<file path="src/rtl/reg_bank_writeback.sv">
// reg_bank_writeback: in-order write-back queue committing one entry per cycle into r0..r7
module reg_bank_writeback #(
   parameter int WIDTH = 16,
   parameter int DEPTH = 2,
   localparam int CW = $clog2(DEPTH + 1),
   localparam int PW = (DEPTH > 1) ? $clog2(DEPTH) : 1
) (
   input  logic             clock,
   input  logic             reset,
   input  logic             wb_valid,
   output logic             wb_ready,
   input  logic [2:0]       wb_reg,
   input  logic [WIDTH-1:0] wb_data,
   input  logic             hold,
   output logic [7:0]       pending,
   output logic [CW-1:0]    q_count,
   output logic [WIDTH-1:0] r0,
   output logic [WIDTH-1:0] r1,
   output logic [WIDTH-1:0] r2,
   output logic [WIDTH-1:0] r3,
   output logic [WIDTH-1:0] r4,
   output logic [WIDTH-1:0] r5,
   output logic [WIDTH-1:0] r6,
   output logic [WIDTH-1:0] r7
);
   logic [WIDTH-1:0] rf [8];
   logic [2:0]       q_reg [DEPTH];
   logic [WIDTH-1:0] q_dat [DEPTH];
   logic [DEPTH-1:0] vld, vld_n;
   logic [PW-1:0]    head, tail;
   logic             push, pop;

   function automatic logic [PW-1:0] inc(input logic [PW-1:0] p);
      return (p == PW'(DEPTH - 1)) ? '0 : p + PW'(1);
   endfunction

   assign wb_ready = !reset && (q_count < CW'(DEPTH));
   assign push = wb_valid && wb_ready;
   assign pop = !hold && (q_count != '0);

   // head and tail never coincide when both push and pop fire, so slot updates are disjoint
   always_comb begin
      vld_n = vld;
      if (pop) vld_n[head] = 1'b0;
      if (push) vld_n[tail] = 1'b1;
   end

   always_comb begin
      pending = '0;
      for (int i = 0; i < DEPTH; i++)
         if (vld[i]) pending[q_reg[i]] = 1'b1;
   end

   always_ff @(posedge clock) begin
      if (reset) begin
         head <= '0;
         tail <= '0;
         q_count <= '0;
         vld <= '0;
         for (int i = 0; i < 8; i++) rf[i] <= '0;
      end else begin
         if (push) begin
            q_reg[tail] <= wb_reg;
            q_dat[tail] <= wb_data;
            tail <= inc(tail);
         end
         if (pop) begin
            rf[q_reg[head]] <= q_dat[head];
            head <= inc(head);
         end
         q_count <= q_count + CW'(push) - CW'(pop);
         vld <= vld_n;
      end
   end

   assign r0 = rf[0];
   assign r1 = rf[1];
   assign r2 = rf[2];
   assign r3 = rf[3];
   assign r4 = rf[4];
   assign r5 = rf[5];
   assign r6 = rf[6];
   assign r7 = rf[7];
endmodule

</file>
<file path="config.mk">
export PLATFORM = sky130hd
export DESIGN_NAME = reg_bank_writeback
export DESIGN_NICKNAME = d
export VERILOG_FILES = /design/src/rtl/reg_bank_writeback.sv
export SDC_FILE = /design/constraint.sdc
export NUM_CORES = 1
export LEC_CHECK = 0
export ABC_AREA = 1
export ABC_CLOCK_PERIOD_IN_PS = 5900
export CAP_MARGIN = 20
export CORE_AREA = 10 10 122 124
export DETAILED_ROUTE_END_ITERATION = 10
export DIE_AREA = 0 0 132 134
export GPL_TIMING_DRIVEN = 0
export MAX_ROUTING_LAYER = met4
export PLACE_DENSITY_LB_ADDON = 0.05
export SYNTH_ARGS = -nofsm -noshare
export SYNTH_HDL_FRONTEND = slang
export SYNTH_SLANG_ARGS = --single-unit
</file>
<file path="constraint.sdc">
create_clock -name clock -period 5.9 [get_ports clock]
set_input_delay 1.18 -clock clock [delete_from_list [all_inputs] [get_ports clock]]
set_output_delay 1.18 -clock clock [all_outputs]
set_load 0.02 [all_outputs]
</file>
==> results.yml <==
clocking:
  post_cts_buffers: 0
  insertion_delay_ps: 420
  cts_sinks: 173
  cts-buffers-inserted: 17
  ctsHoldBuffers: 0
  root_buffer: "clkbuf_16"
  cts.path.max_buffers: 2
  htree_levels: 4
  clk_pin_slew_ps: 60
  cts_resized: 0
  cts_tree: "yes"
synthesis:
  synth_cell_types: 23
  synthMuxAreaShare_pct: 2.53
  ys_ff_latch: 173
  seq_area_frac_synth_pct: 80.8
  syn-num-nets: 448
  synth_compound_area_share_pct: 1.70
  synth_xor_area_share_pct: 0.138
  syn_area_mm2: 0.00634
  synth_top_family_by_area: "simple AND/OR/NAND/NOR gates"
  synth-simple-area-share_pct: 11.7
  yosysWarnings: 0
  synthAdderAreaFrac_pct: 0.197
  synth.avg_cell_area_um2: 15.0
  synth_cells: 424
grt:
  grt_usage_pct: 17.7
  grt_first_pass_wirelength_um: 23200
  overflow: 0
  grt_max_degree: 20
  grt_pass1_vias: 4043
  grt_antenna_before_repair: 0
run:
  maxCapViolCount: 0
route:
  vias_per_cell: 4.97
  wl_per_cell_um: 19.1
  postRouteAntennaNets: 0
  drc: 0
  num_vias: 3920
  dr.pass1.iters: 6
  initialDrtViolationCount: 274
  wirelength_um: 15000
timing:
  rsz0062_at_grt: "false"
  clock.fmax_mhz: 272
  skew_ps: 9.43
  setup_tns_ps: 0
  final.period_utilization_pct: 62.4
  setup_viol: 0
  drv_slew: 0
  hold_viol_final: 0
  timing.slew.headroom_pct: 30.4
  period_needed_ps: 3680
  whs_ps: 473
  fin_ws_ps: 2220
  worst_slew_pin_slew_ps: 1010
finish:
  final_cell_mix: "166 x edfxtp_1, 161 x clkdlybuf4s50_1, 139 x nor2_1, 24 x nand2_1, 17 x clkbuf_16"
  num_antenna_cells: 0
  layout_commonest_cell: "edfxtp_1"
  drive_gt1_share_pct: 9.25
  nets: 629
  area_growth_pct: 37.6
  largest_reg_flops: 128
placed_design:
  hpwl_um: 11100
  portBuffers: 161
  gp_congestion: 0.809
  place_worst_setup_slack_ps: 2200
critical_path:
  endpoint_kind: "output pin"
  worstPathRequired_ps: 4720
  crit_type: "in2out"
  startpoint_type: "input port"
  path_max_fanout: 6
  cp.arrival_ps: 2500
  r2r_slack_ps: 3550
power_and_ir_drop:
  ir_worst_vdd_v: 0.000219
  powerDensity_mw_per_mm2: 338
  p_leak_uw: 0.00323
die:
  fp.dieW_um: 132
  die_area_mm2: 0.0177
  start_util_pct: 50.9
  row_count: 41
  dieHeight_um: 134
  core_mm2: 0.0125
  ios: 162
min_path:
  min_path_type: "reg2reg"
status:
  outcome: "finished clean"
[synth_stat cells (all sizes together)]
cell type	n	area (um^2)
nor2b	1	6.26
mux2i	16	160
buf	11	114
inv	17	63.8
o32ai	1	8.76
ha	1	12.5
o22ai	1	6.26
a21oi	7	35.0
nand3	6	30.0
clkbuf	1	3.75
edfxtp	166	4980
nand2	33	146
o21ai	10	57.6
nor2	145	562
xnor2	1	8.76
dfxtp	7	140
[layout make-up]
type	instances	area, um^2
timing repair buffer	162	1630
multi-input combinational	222	1040
clock inverter	10	100
tap	172	215
fill	857	3740
buffer	12	118
inverter	17	63.8
sequential	173	5120
clock buffer	20	437
[where the power goes]
group          internal, uW  total [uW]  leakage (uW)  switching (uW)
clock network           611        1030      0.000273             420
registers              1430        1470       0.00173            34.5
logic                   162         449       0.00123             286
total                  2200        2950       0.00323             741
[through the flow]
step | instance area [um^2] | instances | power (uW) | utilization, %
final | 8720 | 788 | 2950 | 70.0
after global routing | 8720 | 788 | 3060 | 70.0
after CTS | 8720 | 788 | 2970 | 70.0
after detailed placement | 8180 | 758 | 1940 | 65.7
after global placement | 8170 | 757 | 1930 | 65.5
after floorplan | 6340 | 424 | 1730 | -
[critical path: stages]
cell	delay (ps)
clkdlybuf4s50_1	520
nor2_1	170
clkdlybuf4s50_1	630
[metal layers]
metal / vias up / wire length, um / share of wire [%] / GRT usage, %
met5: - / 0 / 0 / -
met4: 0 / 367 / 2.4 / 7.91
met3: 26 / 739 / 4.9 / 4.56
met2: 147 / 7450 / 50 / 28.0
met1: 1907 / 6490 / 43 / 21.0
li1: 1840 / - / - / -
[worst paths after layout]
kind	depth (start not counted)	end	start
worst min-delay path	2	tail$_SDFFE_PP0P_	tail$_SDFFE_PP0P_
worst min register to register	2	tail$_SDFFE_PP0P_	tail$_SDFFE_PP0P_
worst max-delay path	3	wb_ready	reset
worst max register to register	7	rf[6][14]$_SDFFCE_PN0P_	q_count[1]$_SDFF_PP0_
[cell families after synthesis]
logic type,Yosys count
AO/OA/AOI/OAI,19
XOR/XNOR,1
adder cells (fa/ha/maj),1
buffers and inverters,29
flip-flops,173
multiplexers,16
AND/OR/NAND/NOR,185
Power figures use the tool's default switching activity.
